`config.mk`:
```
export PLATFORM = sky130hd
export DESIGN_NAME = tmds_channel_decoder
export DESIGN_NICKNAME = d
export VERILOG_FILES = /design/src/rtl/tmds_pkg.sv /design/src/rtl/tmds_symbol_decode.sv /design/src/rtl/tmds_channel_decoder.sv
export SDC_FILE = /design/constraint.sdc
export NUM_CORES = 1
export LEC_CHECK = 0
export ABC_CLOCK_PERIOD_IN_PS = 5800
export BUFFER_PORTS_ARGS = -buffer_cell sky130_fd_sc_hd__buf_2
export CORE_UTILIZATION = 50
export DETAILED_ROUTE_END_ITERATION = 10
export PLACE_DENSITY = 0.7
export SYNTH_ARGS = -nofsm -noshare
export SYNTH_HDL_FRONTEND = slang
export SYNTH_HIERARCHICAL = 1
export SYNTH_SLANG_ARGS = --single-unit
```
`constraint.sdc`:
```
create_clock -name i_clk -period 5.8 [get_ports i_clk]
set_clock_uncertainty 0.2 [all_clocks]
set_input_delay 0.29 -clock i_clk [delete_from_list [all_inputs] [get_ports i_clk]]
set_output_delay 0.29 -clock i_clk [all_outputs]
set_load 0.1 [all_outputs]
```
`src/rtl/tmds_pkg.sv`:
```
// Shared TMDS definitions: control tokens, ctl<->token mapping and the receive alignment states.
// Used by both the TMDS encoder and the channel decoder.
package tmds_pkg;

    localparam logic [9:0] TOKEN_00 = 10'b1101010100;
    localparam logic [9:0] TOKEN_01 = 10'b0010101011;
    localparam logic [9:0] TOKEN_10 = 10'b0101010100;
    localparam logic [9:0] TOKEN_11 = 10'b1010101011;

    typedef enum logic {
        SEARCH = 1'b0,
        LOCKED = 1'b1
    } align_state_t;

    typedef struct packed {
        logic       is_token;
        logic [1:0] ctl;
    } token_match_t;

    function automatic logic [9:0] ctl_to_token(input logic [1:0] ctl);
        logic [9:0] tok;
        case (ctl)
            2'b00:   tok = TOKEN_00;
            2'b01:   tok = TOKEN_01;
            2'b10:   tok = TOKEN_10;
            default: tok = TOKEN_11;
        endcase
        return tok;
    endfunction

    function automatic token_match_t token_to_ctl(input logic [9:0] word);
        token_match_t m;
        m.is_token = 1'b1;
        m.ctl      = 2'b00;
        case (word)
            TOKEN_00: m.ctl = 2'b00;
            TOKEN_01: m.ctl = 2'b01;
            TOKEN_10: m.ctl = 2'b10;
            TOKEN_11: m.ctl = 2'b11;
            default:  m.is_token = 1'b0;
        endcase
        return m;
    endfunction

endpackage

```
`src/rtl/tmds_symbol_decode.sv`:
```
// Combinational decode of one aligned 10-bit TMDS symbol into a control token match
// or an 8-bit data byte (undo optional inversion, then undo XOR/XNOR chaining).
module tmds_symbol_decode
    import tmds_pkg::*;
(
    input  logic [9:0] sym,
    output logic       is_token,
    output logic [1:0] ctl,
    output logic [7:0] data
);

    token_match_t match;
    logic [7:0]   d;

    assign match    = token_to_ctl(sym);
    assign is_token = match.is_token;
    assign ctl      = match.ctl;

    assign d       = sym[9] ? ~sym[7:0] : sym[7:0];
    assign data[0] = d[0];

    // sym[8] selects whether the encoder chained with XOR (1) or XNOR (0)
    generate
        for (genvar gi = 1; gi < 8; gi++) begin : g_bit
            assign data[gi] = sym[8] ? (d[gi] ^ d[gi-1]) : ~(d[gi] ^ d[gi-1]);
        end
    endgenerate

endmodule

```
`src/rtl/tmds_channel_decoder.sv`:
```
// One TMDS receive channel: bit alignment by control-token hunting, then 2-stage symbol decode.
// Stage 1 captures the candidate word at the current offset, stage 2 registers the decoded outputs.
module tmds_channel_decoder
    import tmds_pkg::*;
#(
    parameter int CTRL_RUN     = 8,
    parameter int SEARCH_DWELL = 2048,
    parameter int LOSS_TIMEOUT = 4096
) (
    input  logic       i_clk,
    input  logic       i_rst,
    input  logic [9:0] i_raw,
    output logic [7:0] o_data,
    output logic [1:0] o_control,
    output logic       o_de,
    output logic       o_locked,
    output logic [3:0] o_offset,
    output logic       o_slip
);

    localparam int RUN_W   = $clog2(CTRL_RUN + 1);
    localparam int DWELL_W = $clog2(SEARCH_DWELL + 1);
    localparam int LOSS_W  = $clog2(LOSS_TIMEOUT + 1);

    localparam logic [RUN_W-1:0]   RUN_MAX    = RUN_W'(CTRL_RUN);
    localparam logic [DWELL_W-1:0] DWELL_MAX  = DWELL_W'(SEARCH_DWELL);
    localparam logic [DWELL_W-1:0] DWELL_LAST = DWELL_W'(SEARCH_DWELL - 1);
    localparam logic [LOSS_W-1:0]  LOSS_MAX   = LOSS_W'(LOSS_TIMEOUT);

    logic [9:0]         raw_prev_reg;
    logic [19:0]        window;
    logic [9:0]         sym_reg;
    logic               sym_valid_reg;

    logic               sym_is_token;
    logic [1:0]         sym_ctl;
    logic [7:0]         sym_data;
    logic               sym_tok;

    align_state_t       state_reg, state_next;
    logic [3:0]         offset_reg, offset_next;
    logic [RUN_W-1:0]   run_cnt_reg, run_cnt_next;
    logic [DWELL_W-1:0] dwell_cnt_reg, dwell_cnt_next;
    logic [LOSS_W-1:0]  loss_cnt_reg, loss_cnt_next;
    logic               slip_reg, slip_next;

    logic [7:0]         data_reg;
    logic [1:0]         control_reg;
    logic               de_reg;

    assign window = {i_raw, raw_prev_reg};

    tmds_symbol_decode u_symbol_decode (
        .sym      (sym_reg),
        .is_token (sym_is_token),
        .ctl      (sym_ctl),
        .data     (sym_data)
    );

    assign sym_tok = sym_valid_reg & sym_is_token;

    always_comb begin
        state_next     = state_reg;
        offset_next    = offset_reg;
        dwell_cnt_next = dwell_cnt_reg;
        loss_cnt_next  = loss_cnt_reg;
        slip_next      = 1'b0;
        if (!sym_tok)
            run_cnt_next = '0;
        else if (run_cnt_reg == RUN_MAX)
            run_cnt_next = run_cnt_reg;
        else
            run_cnt_next = run_cnt_reg + RUN_W'(1);

        case (state_reg)
            SEARCH: begin
                if (dwell_cnt_reg != DWELL_MAX)
                    dwell_cnt_next = dwell_cnt_reg + DWELL_W'(1);
                // a completed token run takes priority over an expiring dwell
                if (run_cnt_reg == RUN_MAX) begin
                    state_next     = LOCKED;
                    dwell_cnt_next = '0;
                    loss_cnt_next  = '0;
                end else if (dwell_cnt_reg == DWELL_LAST) begin
                    offset_next    = (offset_reg == 4'd9) ? 4'd0 : offset_reg + 4'd1;
                    slip_next      = 1'b1;
                    dwell_cnt_next = '0;
                    run_cnt_next   = '0;
                end
            end
            LOCKED: begin
                if (run_cnt_reg == RUN_MAX)
                    loss_cnt_next = '0;
                else if (loss_cnt_reg != LOSS_MAX)
                    loss_cnt_next = loss_cnt_reg + LOSS_W'(1);
                if (loss_cnt_reg == LOSS_MAX) begin
                    state_next     = SEARCH;
                    dwell_cnt_next = '0;
                    loss_cnt_next  = '0;
                end
            end
            default: state_next = SEARCH;
        endcase
    end

    always_ff @(posedge i_clk) begin
        if (i_rst) begin
            raw_prev_reg  <= '0;
            sym_reg       <= '0;
            sym_valid_reg <= 1'b0;
            state_reg     <= SEARCH;
            offset_reg    <= '0;
            run_cnt_reg   <= '0;
            dwell_cnt_reg <= '0;
            loss_cnt_reg  <= '0;
            slip_reg      <= 1'b0;
        end else begin
            raw_prev_reg  <= i_raw;
            sym_reg       <= window[offset_reg +: 10];
            // the word captured on a slip edge used the old offset
            sym_valid_reg <= ~slip_next;
            state_reg     <= state_next;
            offset_reg    <= offset_next;
            run_cnt_reg   <= run_cnt_next;
            dwell_cnt_reg <= dwell_cnt_next;
            loss_cnt_reg  <= loss_cnt_next;
            slip_reg      <= slip_next;
        end
    end

    always_ff @(posedge i_clk) begin
        if (i_rst) begin
            data_reg    <= '0;
            control_reg <= '0;
            de_reg      <= 1'b0;
        end else begin
            if (sym_tok)
                control_reg <= sym_ctl;
            de_reg <= (state_next == LOCKED) && sym_valid_reg && !sym_is_token;
            if (state_next != LOCKED)
                data_reg <= '0;
            else if (sym_valid_reg && !sym_is_token)
                data_reg <= sym_data;
        end
    end

    assign o_data    = data_reg;
    assign o_control = control_reg;
    assign o_de      = de_reg;
    assign o_locked  = (state_reg == LOCKED);
    assign o_offset  = offset_reg;
    assign o_slip    = slip_reg;

endmodule

```
==> out/qor.txt, run 1 <==
CTS tree = built
syn nets = 410
starting density of the core = 51.4%
DRT Wirelength = 7990 um
grt ovf = 0
# port buffers = 28
largest net degree at the start of global routing = 38
antenna cell count = 0
total CTS buffers = 9
Min Hold Slack = 0.00991 ns
GP Congestion = 0.886
CP arrival = 2.88 ns
Syn Area/Cell = 9.46 um2
most common cell after layout, fill and taps aside = dfxtp_1
Seq cells post-synth = 67
fillers = 663
CTS Sinks = 67
max FFs per register = 13
vias per std cell = 6.05
Clock transition at path regs = 0.08 ns
Synth Flop Type = dfxtp_1
Synth Instances = 392
Crit Path Category = flip-flop to flip-flop
Vias = 3129
Peak VDD IR = 105 uV
share of layout cells above drive strength 1 = 19.1%
unrepaired setup endpoints after global routing = false
CP required = 5.87 ns
HP Class = input pin to flip-flop
DRT Pass-1 Iters = 4
CTS root buf = clkbuf_8
routed length per instance = 15.5 um
DRC violations left = 0
f_max = 355 MHz
EDFF count, synth = 0
Cell Area, Synth = 3710 um2
Sw Pwr = 229 uW
Clock Latency Late Sink = 0.35 ns
Die H = 88.1 um
GR Util All Layers = 22.4%
die area = 7770 um2
dpl cells = 500
Area Growth Syn to Fin = 11.4%
fin crit share = 48.5%
status = completed
count of cell types in the netlist = 58
leak pwr = 1.46 nW
Finished Layout Cells = 517
Tightest Pin Transition = 1.07 ns
H-tree Lvls = 3
Slew Viols, Final = 0
IO Count = 29
min Tclk post-route = 2.81 ns
initial DRC count = 114
initial antenna violation count = 0
Synth async-reset ratio = 0%
area share of the leading cell type in the synthesized netlist = 36.2%
Startpoint Class = flip-flop
slew margin rel. = 28.8%
most frequent cells in the layout = dfxtp_1, nand2_1, buf_2
Pwr Density = 237 nW/um2
Yosys top cell by area = dfxtp_1
Seq/Total Area, Yosys = 36.2%
final hold vios = 0
global-route wire length before repair = 13400 um
dpl hpwl = 5590 um
final setup violation count = 0
Layout Nets = 431
post-CTS setup buffers = 0
max-cap viol count = 0
Pint = 751 uW
Combinational Power Share = 6.0%
Die W = 88.1 um
Crit. End Element = flip-flop
Antenna Nets Post-Route = 0
maximum clock path buffer count = 2
Crit Path Max Fanout = 20
ranking of synthesized cells by area = dfxtp_1, mux4_2, nand2_1
Sw Ratio = 23.3%
Clock power frac = 45.2%
Core ar. = 7210 um2
number of global-route vias before repair = 2828
sequential share of power = 48.8%
row count = 31
final setup TNS = 0 ns
Synth warnings = 6
worst paths after layout:
| path | from | end | slack (ns) | cells after the start |
|---|---|---|---|---|
| setup / recovery | loss_cnt_reg[0] | dwell_cnt_reg[7] | 2.99 | 7 |
| hold / removal | i_raw[7] | raw_prev_reg[7] | 0.01 | 2 |
| setup reg to reg | loss_cnt_reg[0] | dwell_cnt_reg[7] | 2.99 | 7 |
| hold reg to reg | o_data[7] | o_data[7] | 0.26 | 2 |
Yosys cell counts, types with 5 or more instances:
cell and instances:
a211oi_1 9, nor3_1 5, o31ai_1 8, nand3_1 13
xor2_1 7, nor2b_1 12, inv_1 17, buf_1 5
clkbuf_1 12, mux2i_1 7, ha_1 6, mux4_2 20
nor2_1 16, nand2_1 40, xnor2_1 11, a21oi_1 19
dfxtp_1 67, and2_1 7, nand4_1 8, or3_1 7
or4_1 13, nor4_1 6, a31oi_1 10, o21ai_0 10
area by class of cell:
cell class	instances	area [um2]	area share [%]
sequential	67	1340	32.5
tap	99	124	3.00
inverter	18	67.6	1.64
multi-input combinational	285	2200	53.2
timing repair buffer	32	173	4.18
clock buffer	10	138	3.33
clock inverter	6	88.8	2.15
per-stage QoR:
| step | util (%) | area (um2) | total power [mW] | setup WS (ns) |
|---|---|---|---|---|
| 6_report | 57.2 | 4130 | 0.980 | 2.99 |
| 5_1_grt | 57.2 | 4130 | 1.02 | 2.83 |
| 4_1_cts | 57.2 | 4130 | 0.986 | 2.97 |
| 3_5_place_dp | 54.0 | 3890 | 0.547 | 3.01 |
| 3_3_place_gp | 54.0 | 3890 | 0.545 | 3.07 |
| 2_1_floorplan | - | 3710 | 0.530 | 2.62 |
cells by family after synthesis:
family,after synthesis,synth area share [%]
buffers and inverters,40,4.55
AOI/OAI and AO/OA,81,15.2
adders and majority gates,6,2.02
and+or+nand+nor,152,23.5
muxes,28,14.3
xor gates and xnor gates,18,4.25
DFF,67,36.2
worst max-delay path: stages (launching register included):
cell and delay [ns]:
dfxtp_1 0.34, inv_1 0.09, ha_1 0.14, or4b_1 0.48
o31a_1 0.45, buf_4 0.29, or4_1 0.53, a211oi_2 0.22
power groups by stage:
stage	registers [mW]	logic [mW]	clock network, mW
after floorplan	0.485	0.0449	0
after global placement	0.488	0.0570	0
after detailed placement	0.489	0.0586	0
after CTS	0.478	0.0594	0.449
after global routing	0.479	0.0653	0.473
final	0.478	0.0591	0.443
what timing repair did:
action                                  CTS  global route
endpoints found under the hold margin     1             0
endpoints found under the setup margin    0             0
resized for setup                         0             0
hold buffers                              1             0
per-layer routing:
metal | up-vias | global-route usage (%) | routed length (um)
met4 | 0 | 9.38 | 132
met1 | 1501 | 30.2 | 3730
met2 | 95 | 34.2 | 3690
met3 | 11 | 5.84 | 446
li1 | 1522 | - | -
met5 | - | 0 | 0
Note: power is estimated with default switching activity, not from simulation.
==> run 2: changes to the inputs <==
- ABC_CLOCK_PERIOD_IN_PS: 5800 -> 2400
- PLACE_DENSITY: 0.7 -> 0.73
- clock period: 5.8 -> 2.4 ns (I/O delays scaled with it)
==> run 2 against run 1 <==
Count of clock-buffer cells in the layout unchanged. Largest cell class unchanged. Critical endpoint is now dwell_cnt_reg[2]. Critical path type unchanged. Sequential power up 140%. Global-route usage up 1.5 points. Critical path depth unchanged. Combinational power rose to 2.8 times the previous value. Fmax up 20%. Register-to-register slack worse by 2.9 ns. Power up 140%.
==> out/qor.txt, run 2 (synthesis gave the netlist of run 1 again) <==
Crit Path Max Fanout = 4 (-80%)
Tightest Pin Transition = 0.489 ns (-0.578 ns)
antenna cell count = 0 (unchanged)
DRT Pass-1 Iters = 4 (unchanged)
CTS root buf = clkbuf_8
starting density of the core = 51.4% (unchanged)
# port buffers = 28 (unchanged)
worst hold path depth = 4 (+2)
Die W = 88.1 um (unchanged)
max-cap viol count = 0 (unchanged)
grt ovf = 0 (unchanged)
most frequent cells in the layout = dfxtp_1, nand2_1, buf_4
number of global-route vias before repair = 2963 (+4.8%)
Slew Viols, Final = 0 (unchanged)
crit-path cells = inv_2 > ha_4 > or4b_4 > o31a_4 > buf_6 > or4_4 > a211oi_2
DRC violations left = 0 (unchanged)
most common cell after layout, fill and taps aside = dfxtp_1
Antenna Nets Post-Route = 0 (unchanged)
Clock Latency Late Sink = 0.35 ns (about the same)
R2R Path End = dwell_cnt_reg[2]
Core ar. = 7210 um2 (unchanged)
final hold vios = 0 (unchanged)
GP Congestion = 0.865 (-2.3%)
HP Start = i_rst
Clock transition at path regs = 0.07 ns (about the same)
critical path's top delay family = simple AND/OR/NAND/NOR gates
worst setup margin = 0.0523 ns (-2.93 ns)
dpl hpwl = 5810 um (+3.8%)
Crit. End Element = flip-flop
CP arrival = 2.42 ns (-0.46 ns)
Layout Nets = 475 (+10%)
Crit Path Category = flip-flop to flip-flop
Worst Hold Endpoint = loss_cnt_reg[7]
Pwr Density = 504 nW/um2 (+110%)
maximum clock path buffer count = 2 (unchanged)
status = completed
CTS tree = built
reg-to-reg slack, setup = 0.05 ns (-2.93 ns)
vias per std cell = 5.98 (-1.2%)
fillers = 611 (-7.8%)
global-route wire length before repair = 14200 um (+5.7%)
slew margin rel. = 67.6% (+39 points)
CP max stage delay = 0.47 ns (-0.06 ns)
Core Util, Final = 63.4% (+6.1 points)
Peak VDD IR = 286 uV (+170%)
CP Buf/Inv Count = 2 (unchanged)
Worst R2R Start = loss_cnt_reg[0]
share of layout cells above drive strength 1 = 29.2% (+10 points)
CTS Sinks = 67 (unchanged)
Startpoint Class = flip-flop
routed length per instance = 15.5 um (about the same)
row count = 31 (unchanged)
Tot Pwr = 2.31 mW (+140%)
HP Class = input pin to flip-flop
H-tree Lvls = 3 (unchanged)
GR Util All Layers = 23.9% (+1.5 points)
total CTS buffers = 9 (unchanged)
slowest CP cell = or4_4
DRT Wirelength = 8670 um (+8.5%)
initial DRC count = 186 (+63%)
Worst Reg-to-Reg Cells = 7 (unchanged)
f_max = 426 MHz (+20%)
CP required = 2.47 ns (-3.40 ns)
worst slack at placement = -0.112 ns (-3.12 ns)
min Tclk post-route = 2.35 ns (-0.465 ns)
fin crit share = 97.8% (+49 points)
Die H = 88.1 um (unchanged)
die area = 7770 um2 (unchanged)
Vias = 3353 (+7.2%)
IO Count = 29 (unchanged)
max FFs per register = 13 (unchanged)
initial antenna violation count = 0 (unchanged)
largest net degree at the start of global routing = 35 (-7.9%)
final setup violation count = 0 (unchanged)
Area Growth Syn to Fin = 23.3%
unrepaired setup endpoints after global routing = false
leak pwr = 1.70 nW (+16%)
-- run 2: cell count changes in the layout (fill, tap and decap cells not counted), sizes merged --
| cell | before | now |
|---|---|---|
| dlygate4sd3 | 1 | 10 |
| inv | 17 | 18 |
| clkinv | 3 | 5 |
| bufinv | 2 | 1 |
| buf | 31 | 66 |
| clkinvlp | 2 | 0 |
-- run 2: final cells by class --
class	instances	area, um2	share of cell area [%]
clock buffers	10	138	3.01
clock inverters	6	73.8	1.61
inverters	18	67.6	1.48
multi-input cells	285	2280	49.8
flip-flops and latches	67	1350	29.6
well taps	99	124	2.71
repair buffers	76	539	11.8
-- run 2: report_power, final --
part | total (mW) | leakage, nW | switching, mW | internal, mW
Clock | 0.989 | 0.107 | 0.471 | 0.518
Sequential | 1.15 | 0.549 | 0.0237 | 1.13
Combinational | 0.164 | 1.04 | 0.0776 | 0.0863
-- run 2: tightest hold or removal path: stages --
cell and delay, ns:
buf_2 0.13, nor2_1 0.07, a31oi_1 0.16, a31oi_1 0.05
-- run 2: how the worst max path moves through the flow --
stage | startpoint | endpoint | slack (ns) | cells after the start
3_3_place_gp | loss_cnt_reg[0] | dwell_cnt_reg[9] | -0.06 | 6
3_5_place_dp | loss_cnt_reg[0] | dwell_cnt_reg[11] | -0.11 | 6
2_1_floorplan | o_offset[0] | sym_reg[4] | 0.03 | 6
4_1_cts | loss_cnt_reg[1] | dwell_cnt_reg[2] | -0.01 | 7
6_report | loss_cnt_reg[0] | dwell_cnt_reg[2] | 0.05 | 7
5_1_grt | loss_cnt_reg[1] | dwell_cnt_reg[7] | 0.002 | 7
-- run 2: layer usage --
layer	GRT usage (%)	part of all wire, %	vias to the layer above
met1	32.3	45	1601
met2	36.6	47	117
met4	8.36	1.8	0
met3	7.07	6.5	19
met5	0	0	-
li1	-	-	1616
-- run 2: what timing repair did --
item | CTS | global route
setup buffers | 7 | 0
cloned | 0 | 0
gates resized for setup | 18 | 5
hold buffers | 10 | 0
setup endpoints to repair | 19 | 22
pin swaps | 11 | 1
endpoints found under the hold margin | 11 | 0
-- run 2: per-stage QoR --
step | TNS [ns] | hold WS [ns] | instance area, um2 | cells
floorplan | 0 | 0.0482 | 3740 | 392
global placement | -0.249 | 0.175 | 4120 | 528
detailed placement | -0.610 | 0.178 | 4120 | 528
CTS | -0.0177 | 0.00622 | 4550 | 561
global route | 0 | 0.0178 | 4570 | 561
finish | 0 | 0.0143 | 4570 | 561
